`config.mk`:
```
export PLATFORM = sky130hd
export DESIGN_NAME = sprite_overlay
export DESIGN_NICKNAME = d
export VERILOG_FILES = /design/src/rtl/sprite_overlay.sv
export SDC_FILE = /design/constraint.sdc
export NUM_CORES = 1
export LEC_CHECK = 0
export ABC_AREA = 0
export CAP_MARGIN = 30
export CORE_ASPECT_RATIO = 1.5
export CORE_MARGIN = 4
export CORE_UTILIZATION = 50
export DETAILED_ROUTE_END_ITERATION = 16
export PLACE_DENSITY = 0.81
export SETUP_SLACK_MARGIN = 0.3
export SYNTH_ARGS = -nofsm -noshare
export SYNTH_HDL_FRONTEND = slang
export SYNTH_SLANG_ARGS = --single-unit
```
`constraint.sdc`:
```
create_clock -name clk -period 3.04 [get_ports clk]
set_clock_uncertainty 0.2 [all_clocks]
set_input_delay 0.608 -clock clk [delete_from_list [all_inputs] [get_ports clk]]
set_output_delay 0.608 -clock clk [all_outputs]
set_load 0.1 [all_outputs]
```
`src/rtl/sprite_overlay.sv`:
```
// Overlays one ROM-held sprite onto a VGA pixel stream. Position is latched at vblank start. Latency is 3 clocks.
// No backpressure: one pixel per clock, always accepted. Optional SPRITE_MIRROR_EN adds the horizontal flip input "mirror".
module sprite_overlay #(
    parameter int          SPR_W     = 48,
    parameter int          SPR_H     = 48,
    parameter logic [11:0] KEY_COLOR = 12'h0F0
) (
    input  logic        clk,
    input  logic        rst,
    input  logic [10:0] hcount_in,
    input  logic [10:0] vcount_in,
    input  logic        hsync_in,
    input  logic        vsync_in,
    input  logic        hblnk_in,
    input  logic        vblnk_in,
    input  logic [11:0] rgb_in,
    input  logic [10:0] xpos,
    input  logic [10:0] ypos,
`ifdef SPRITE_MIRROR_EN
    input  logic        mirror,
`endif
    output logic [11:0] pixel_addr,
    input  logic [11:0] rgb_pixel,
    output logic [10:0] hcount_out,
    output logic [10:0] vcount_out,
    output logic        hsync_out,
    output logic        vsync_out,
    output logic        hblnk_out,
    output logic        vblnk_out,
    output logic [11:0] rgb_out
);

    localparam logic [11:0] SPR_W12 = 12'(SPR_W);
    localparam logic [11:0] SPR_H12 = 12'(SPR_H);
    localparam logic [5:0]  COL_MAX = 6'(SPR_W - 1);

    logic        vblnk_d;
    logic [10:0] xq;
    logic [10:0] yq;
    logic        mirror_q;
    logic        vblnk_rise;

    assign vblnk_rise = vblnk_in && !vblnk_d;

    always_ff @(posedge clk or negedge rst) begin
        if (!rst) begin
            vblnk_d  <= 1'b0;
            xq       <= '0;
            yq       <= '0;
            mirror_q <= 1'b0;
        end else begin
            vblnk_d <= vblnk_in;
            if (vblnk_rise) begin
                xq <= xpos;
                yq <= ypos;
`ifdef SPRITE_MIRROR_EN
                mirror_q <= mirror;
`else
                mirror_q <= 1'b0;
`endif
            end
        end
    end

    // 12-bit bounds so a sprite near x=2047 cannot wrap into low columns.
    logic [11:0] x_end;
    logic [11:0] y_end;
    logic        in_rect;
    logic [5:0]  col_raw;
    logic [5:0]  col;
    logic [5:0]  row;

    assign x_end   = {1'b0, xq} + SPR_W12;
    assign y_end   = {1'b0, yq} + SPR_H12;
    assign in_rect = ({1'b0, hcount_in} >= {1'b0, xq}) && ({1'b0, hcount_in} < x_end) &&
                     ({1'b0, vcount_in} >= {1'b0, yq}) && ({1'b0, vcount_in} < y_end);
    assign col_raw = hcount_in[5:0] - xq[5:0];
    assign row     = vcount_in[5:0] - yq[5:0];
    assign col     = mirror_q ? (COL_MAX - col_raw) : col_raw;

    logic [10:0] hcount_s1, vcount_s1, hcount_s2, vcount_s2;
    logic        hsync_s1, vsync_s1, hblnk_s1, vblnk_s1, in_rect_s1;
    logic        hsync_s2, vsync_s2, hblnk_s2, vblnk_s2, in_rect_s2;
    logic [11:0] rgb_s1, rgb_s2;

    always_ff @(posedge clk or negedge rst) begin
        if (!rst) begin
            pixel_addr <= '0;
            hcount_s1  <= '0;
            vcount_s1  <= '0;
            hsync_s1   <= 1'b0;
            vsync_s1   <= 1'b0;
            hblnk_s1   <= 1'b0;
            vblnk_s1   <= 1'b0;
            rgb_s1     <= '0;
            in_rect_s1 <= 1'b0;
        end else begin
            pixel_addr <= in_rect ? {row, col} : 12'h000;
            hcount_s1  <= hcount_in;
            vcount_s1  <= vcount_in;
            hsync_s1   <= hsync_in;
            vsync_s1   <= vsync_in;
            hblnk_s1   <= hblnk_in;
            vblnk_s1   <= vblnk_in;
            rgb_s1     <= rgb_in;
            in_rect_s1 <= in_rect;
        end
    end

    // Stage 2 waits out the ROM's one-clock read latency.
    always_ff @(posedge clk or negedge rst) begin
        if (!rst) begin
            hcount_s2  <= '0;
            vcount_s2  <= '0;
            hsync_s2   <= 1'b0;
            vsync_s2   <= 1'b0;
            hblnk_s2   <= 1'b0;
            vblnk_s2   <= 1'b0;
            rgb_s2     <= '0;
            in_rect_s2 <= 1'b0;
        end else begin
            hcount_s2  <= hcount_s1;
            vcount_s2  <= vcount_s1;
            hsync_s2   <= hsync_s1;
            vsync_s2   <= vsync_s1;
            hblnk_s2   <= hblnk_s1;
            vblnk_s2   <= vblnk_s1;
            rgb_s2     <= rgb_s1;
            in_rect_s2 <= in_rect_s1;
        end
    end

    always_ff @(posedge clk or negedge rst) begin
        if (!rst) begin
            hcount_out <= '0;
            vcount_out <= '0;
            hsync_out  <= 1'b0;
            vsync_out  <= 1'b0;
            hblnk_out  <= 1'b0;
            vblnk_out  <= 1'b0;
            rgb_out    <= '0;
        end else begin
            hcount_out <= hcount_s2;
            vcount_out <= vcount_s2;
            hsync_out  <= hsync_s2;
            vsync_out  <= vsync_s2;
            hblnk_out  <= hblnk_s2;
            vblnk_out  <= vblnk_s2;
            if (hblnk_s2 || vblnk_s2)
                rgb_out <= 12'h000;
            else if (in_rect_s2 && (rgb_pixel != KEY_COLOR))
                rgb_out <= rgb_pixel;
            else
                rgb_out <= rgb_s2;
        end
    end

endmodule

```
==> key figures, run 1 <==
Route
  – 1st-iter DRT viols: 185
  – Residual DRC: 0
  – Via Count: 3665
  – WL per Instance: 17.4 um
  – Antenna Nets Post-Route: 0
  – Routed wire length: 12600 um
  – Via density: 5.06
  – First drt pass iteration count: 4

STA
  – Final slew viol count: 0
  – Max transition margin: 71.7%
  – Fmax: 0.365 GHz
  – Post-Route Setup TNS: 0 ps
  – Hold violation total from the final report: 0
  – Final clock period utilization by the worst path: 90.1%
  – Worst slew pin tran: 423 ps
  – Final critical-path required period: 2740 ps
  – Final count of negative-setup-slack endpoints: 0
  – RSZ-0062 raised after global routing: yes
  – Worst Setup Slack, final: 301 ps

Hold path
  – Hold Path Class: reg2reg
  – Hold Crit Depth: 0
  – Launch instance of the worst min-delay path: rgb_s1[6]

Power
  – Sequential share of power: 40.4%
  – Fraction of power consumed by combinational cells: 22.7%
  – Ratio of total power to cell area: 706 nW/um^2
  – Leakage power summed over all cells: 3.56 nW
  – Internal power of the cells: 3.74 mW
  – Switching share of power: 31.5%
  – Total power draw: 5.46 mW
  – Net Switching: 1.72 mW
  – Maximum vdd ir drop: 0.000411 V
  – Clock power frac: 36.8%

Floorplan
  – Die span in x: 94.8 um
  – Std-Cell Rows: 47
  – Die outline area: 13100 sq um
  – I/O pins: 124
  – Placeable core region: 11100 sq um
  – Overall die height: 138 um
  – Initial cell density of the core: 51.2%

Synthesis
  – Cell area after technology mapping: 5660 sq um
  – Nets in the synthesized netlist: 530
  – Count of warnings emitted by yosys: 0
  – Number of distinct library cells after synthesis: 49
  – Avg Inst Size Synth: 13.6 sq um
  – Share of synthesized flip-flops with an asynchronous set or reset: 100%
  – EDFF count, synth: 0
  – Mapped Cells: 416
  – Proportion of synthesized chip area in sequential cells: 66.4%
  – Most used flip-flop cell after synthesis: dfrtp_1
  – Flip-flop and latch count after synthesis: 150

Finish
  – Area growth, synth to finish: 36.7%
  – Fraction of layout cells with a size suffix above 1: 23.7%
  – Final nets: 679
  – Final core utilization: 70.0%
  – Total inserted antenna cells: 0
  – Fill cell instance count of the final layout: 769

Worst setup path
  – Count of buffer and inverter cells on the critical path: 4
  – Data arrival time at the worst-slack endpoint: 2830 ps
  – Maximum net fanout on the critical path: 5
  – Path depth of the worst reg2reg path: 12
  – Data required time at the worst endpoint: 3130 ps
  – Crit-path cells: clkdlybuf4s50_1, inv_1, ha_1, inv_1, fa_2, nand3_2, a2111oi_4, nor3_2, o221ai_4, buf_6, nor3_4
  – Dominant cell type by count on the critical path: inv_1
  – CP Launch Point: vcount_in[0]
  – Reg-to-reg critical path startpoint: yq[4]
  – Instance count on the critical path: 11
  – Cell family contributing the most delay on the critical path: buffers and inverters
  – CP endpoint kind: register
  – Flop2flop setup slack: 410 ps
  – Category of the most critical setup path: in2reg
  – Last element of the critical path: pixel_addr[2]
  – Largest stage delay on the critical path: 480 ps
  – Capture instance of the worst register-to-register path: pixel_addr[2]
  – Startpoint kind of the worst setup timing path: primary input
  – Cell with the largest stage delay on the worst path: clkdlybuf4s50_1

Outcome
  – Run status: finished clean

Global routing
  – Tot GR Track Use: 20.3%
  – Overflow left after global routing: 0
  – Number of antenna violations at the first check in global routing: 0
  – Pin count of the biggest net entering global routing: 56
  – Via count of the first global-routing pass: 4146
  – Global-route wire length before repair: 20000 um

Clocking
  – CTS sink count: 150
  – Clock latency on the worst-skew pair: 410 ps
  – Clock buffers created by TritonCTS: 17
  – Root buffer cell: clkbuf_16
  – Post-CTS clock slew at the launch and capture registers of the worst setup and hold paths: 60 ps
  – CTS tree: yes
  – CTS H-Tree Depth: 4
  – Maximum buffer depth of the clock tree: 2

Flow run
  – # Max-Cap Violations: 0

Place
  – Post-placement worst setup slack: -69.6 ps
  – Count of buffers inserted at the top-level ports: 123
  – Half-perimeter wire length after detailed placement: 9170 um
  – GP Congestion: 0.841
## power groups by stage
stage | clock [mW] | sequential (mW) | combinational (mW)
2_1_floorplan | 0 | 2.56 | 0.471
3_3_place_gp | 0 | 2.23 | 1.14
3_5_place_dp | 0 | 2.24 | 1.16
4_1_cts | 2.05 | 2.20 | 1.20
5_1_grt | 2.16 | 2.22 | 1.34
6_report | 2.01 | 2.21 | 1.24
## flip-flops by register name (all words and copies together), names as in the netlist, 11 cells and up
signal and count:
pixel_addr 12, rgb_out 12, rgb_s1 12, rgb_s2 12, hcount_out 11, hcount_s1 11, hcount_s2 11, vcount_out 11
vcount_s1 11, vcount_s2 11, xq 11, yq 11
## worst min-delay path by stage
stage,endpoint,slack [ps]
3_3_place_gp,hcount_out[9],130
3_5_place_dp,hcount_out[2],130
5_1_grt,hsync_s2,150
6_report,rgb_s2[6],140
4_1_cts,vcount_s2[6],150
2_1_floorplan,hblnk_out,110
## routing by layer
| layer | share of wire, % | wire length [um] | vias up | track usage (%) |
|---|---|---|---|---|
| met2 | 57 | 7160 | 130 | 37.2 |
| met3 | 6.3 | 797 | 19 | 6.90 |
| met4 | 2.1 | 263 | 0 | 6.92 |
| met5 | 0 | 0 | - | 0 |
| met1 | 35 | 4420 | 1788 | 21.1 |
| li1 | - | - | 1728 | - |
## cell families after synthesis
family	after synthesis	share of synthesized area, %
simple gates	92	8.89
flops	150	66.4
buf+inv	39	3.14
compound gates	75	9.20
mux	7	1.28
fa+ha+maj	40	9.11
xor+xnor	13	2.01
## stage by stage
stage	instance area, sq um	instances	hold WS, ps
floorplan	5660	416	112
global placement	7000	688	132
detailed placement	7000	688	135
CTS	7630	723	149
global route	7730	725	150
finish	7730	725	144
## cells in the mapped netlist, drive strengths merged (3+ instances only)
cell	n	area (sq um)
a21o	5	37.5
a21oi	18	93.8
buf	3	42.5
clkbuf	7	26.3
dfrtp	150	3750
ha	38	475
inv	29	109
mux2i	5	50.1
nand2	36	135
nand3	6	30.0
nand4	5	31.3
nor2	15	58.8
nor2b	3	18.8
nor3	13	100
nor3b	3	37.5
nor4b	3	26.3
o21ai	32	171
xnor2	11	96.3
## layout by cell type (no fill, tap or decap), types with 3 or more instances in the layout
cell type	instances
buf_4	60
clkbuf_16	17
nor3_1	5
mux2i_1	5
nand4_1	5
a21oi_1	17
o21ai_0	28
a21o_1	5
nand3_1	4
o21ai_1	3
inv_6	5
xnor2_1	11
dfrtp_1	148
nor2_1	14
clkdlybuf4s50_1	72
buf_6	5
nand2_1	36
nor3_2	6
ha_1	36
inv_1	27
clkinvlp_4	6
## layout make-up
type	count	area (sq um)	area share, %
Clock buffer	18	439	5.68
Clock inverter	14	141	1.83
Inverter	29	109	1.41
Multi-Input combinational cell	227	1830	23.6
Sequential cell	150	3760	48.6
Tap cell	147	184	2.38
Timing Repair Buffer	140	1280	16.5
## what timing repair did
action                                  in CTS  in global routing
endpoints found under the setup margin      13                 13
hold buffers                                 1                  0
pin swaps                                    3                  8
endpoints found under the hold margin       36                  0
buffers inserted                             2                  2
resized for setup                            6                 19
Power figures use the tool's default switching activity.
==> run 2, diff against run 1 <==
- clock period: 3.04 -> 2.9 ns (I/O delays scaled with it)
==> run 2 against run 1 <==
Power grew 7.2%. Sequential power up 5%. Die area unchanged. Cell area rose by 2.3%. First-iteration DRC count grew 1.6%. Hold slack about the same. Critical endpoint is now pixel_addr[8]. Highest routed layer unchanged.
==> key figures, run 2 (synthesis gave the netlist of run 1 again) <==
STA
  – Final critical-path required period: 2710 ps
  – Worst slew pin tran: 498 ps
  – Final slew viol count: 0
  – Minimum hold slack: 144 ps
  – Fmax: 0.369 GHz
  – Hold violation total from the final report: 0
  – Final count of negative-setup-slack endpoints: 0
  – RSZ-0062 raised after global routing: yes
  – Final clock period utilization by the worst path: 93.5%
  – Max transition margin: 66.8%
  – Post-Route Setup TNS: 0 ps

Worst setup path
  – Data arrival time at the worst-slack endpoint: 2810 ps
  – Data required time at the worst endpoint: 3000 ps
  – CP endpoint kind: register
  – Maximum net fanout on the critical path: 5
  – Category of the most critical setup path: reg2reg
  – Dominant cell type by count on the critical path: nor3_4
  – Startpoint kind of the worst setup timing path: register
  – Path depth of the worst reg2reg path: 12
  – Cell with the largest stage delay on the worst path: dfrtp_1
  – Largest stage delay on the critical path: 400 ps
  – Crit-path cells: inv_2, ha_4, nor3_4, buf_6, xnor2_2, ha_2, nand4_1, a2111oi_4, nor3_2, o221ai_4, buf_12, nor3_4

Power
  – Ratio of total power to cell area: 740 nW/um^2
  – Total power draw: 5.85 mW
  – Leakage power summed over all cells: 3.68 nW
  – Maximum vdd ir drop: 0.000475 V

Global routing
  – Via count of the first global-routing pass: 4177
  – Number of antenna violations at the first check in global routing: 0
  – Overflow left after global routing: 0
  – Pin count of the biggest net entering global routing: 59
  – Tot GR Track Use: 20.6%
  – Global-route wire length before repair: 20300 um

Finish
  – Most common cell after layout, fill and taps aside: dfrtp_1
  – Total inserted antenna cells: 0
  – Most used cells in the layout excluding fill and tap cells: dfrtp_1 (149), buf_4 (79), clkdlybuf4s50_1 (72)
  – Area of all placed cells without fillers: 7910 sq um
  – Final nets: 698
  – Area growth, synth to finish: 39.9%
  – Final cell count without fillers: 744
  – Fraction of layout cells with a size suffix above 1: 26.0%

Route
  – Residual DRC: 0
  – Met2 WL: 7010 um
  – Via Count: 3779
  – First drt pass iteration count: 4
  – Max layer used: met4
  – 1st-iter DRT viols: 188
  – Metal-1 WL: 4560 um
  – WL per Instance: 17.1 um
  – Antenna Nets Post-Route: 0
  – Routed wire length on met3: 835 um
  – Routed wire length: 12700 um
  – Via density: 5.08

Floorplan
  – Die span in x: 94.8 um
  – I/O pins: 124
  – Placeable core region: 11100 sq um
  – Die outline area: 13100 sq um
  – Initial cell density of the core: 51.2%
  – Std-Cell Rows: 47
  – Overall die height: 138 um

Clocking
  – CTS sink count: 150
  – Post-CTS clock slew at the launch and capture registers of the worst setup and hold paths: 70 ps
  – Clock latency on the worst-skew pair: 420 ps
  – CTS H-Tree Depth: 4
  – CTS tree: yes
  – Clock buffers created by TritonCTS: 17
  – Root buffer cell: clkbuf_16
  – Maximum buffer depth of the clock tree: 2

Hold path
  – Hold Crit Depth: 0
  – Hold Path Class: reg2reg

Place
  – GP Congestion: 0.858
  – Count of buffers inserted at the top-level ports: 123
  – Placement-stage cell area: 7150 sq um
  – Half-perimeter wire length after detailed placement: 8910 um
  – Dpl cells: 705

Outcome
  – Run status: finished clean

Flow run
  – # Max-Cap Violations: 0
[run 2: critical path: cells and delay by family, from the launching register on]
kind / cells / cell delay [ps]
flip-flops: 1 / 400
adder cells (fa/ha/maj): 2 / 510
XOR/XNOR: 1 / 60
AND/OR/NAND/NOR: 4 / 490
buffers and inverters: 3 / 370
AO/OA/AOI/OAI: 2 / 560
[run 2: routing by layer]
metal | vias to the layer above | global-route usage [%]
li1 | 1772 | -
met1 | 1860 | 21.6
met2 | 119 | 37.2
met3 | 28 | 6.41
met4 | 0 | 8.37
met5 | - | 0
[run 2: final cells by class]
class	instances	area (sq um)
multi-input combinational	227	1830
inverter	29	109
fill	752	3140
tap	147	184
timing repair buffer	159	1440
clock inverter	14	160
clock buffer	18	439
sequential	150	3750
[run 2: worst paths after layout]
path                              start  slack, ps       endpoint
max                               yq[5]        190  pixel_addr[8]
max reg2reg                       yq[5]        190  pixel_addr[8]
min                        hcount_s2[5]        140  hcount_out[5]
max in group asynchronous           rst       1250   hcount_s1[6]
min in group asynchronous           rst        470       hblnk_s2
min reg2reg                hcount_s2[5]        140  hcount_out[5]
[run 2: per-stage QoR]
step                util, %  setup slack, ps
CTS                    71.2              269
floorplan                 -              305
finish                 71.6              190
global route           71.6             39.4
global placement       64.7            -10.1
detailed placement     64.7             -121
[run 2: report_power, final]
part           switching, mW  internal (mW)
combinational          0.850          0.497
sequential            0.0753           2.24
clock                  0.946           1.25
total                   1.87           3.98
[run 2: timing repair]
action / in CTS / in global routing
setup endpoints to repair: 13 / 13
resized for setup: 16 / 6
endpoints found under the hold margin: 55 / 0
hold buffers: 1 / 0
buffers inserted: 5 / 1
pin swaps: 15 / 5
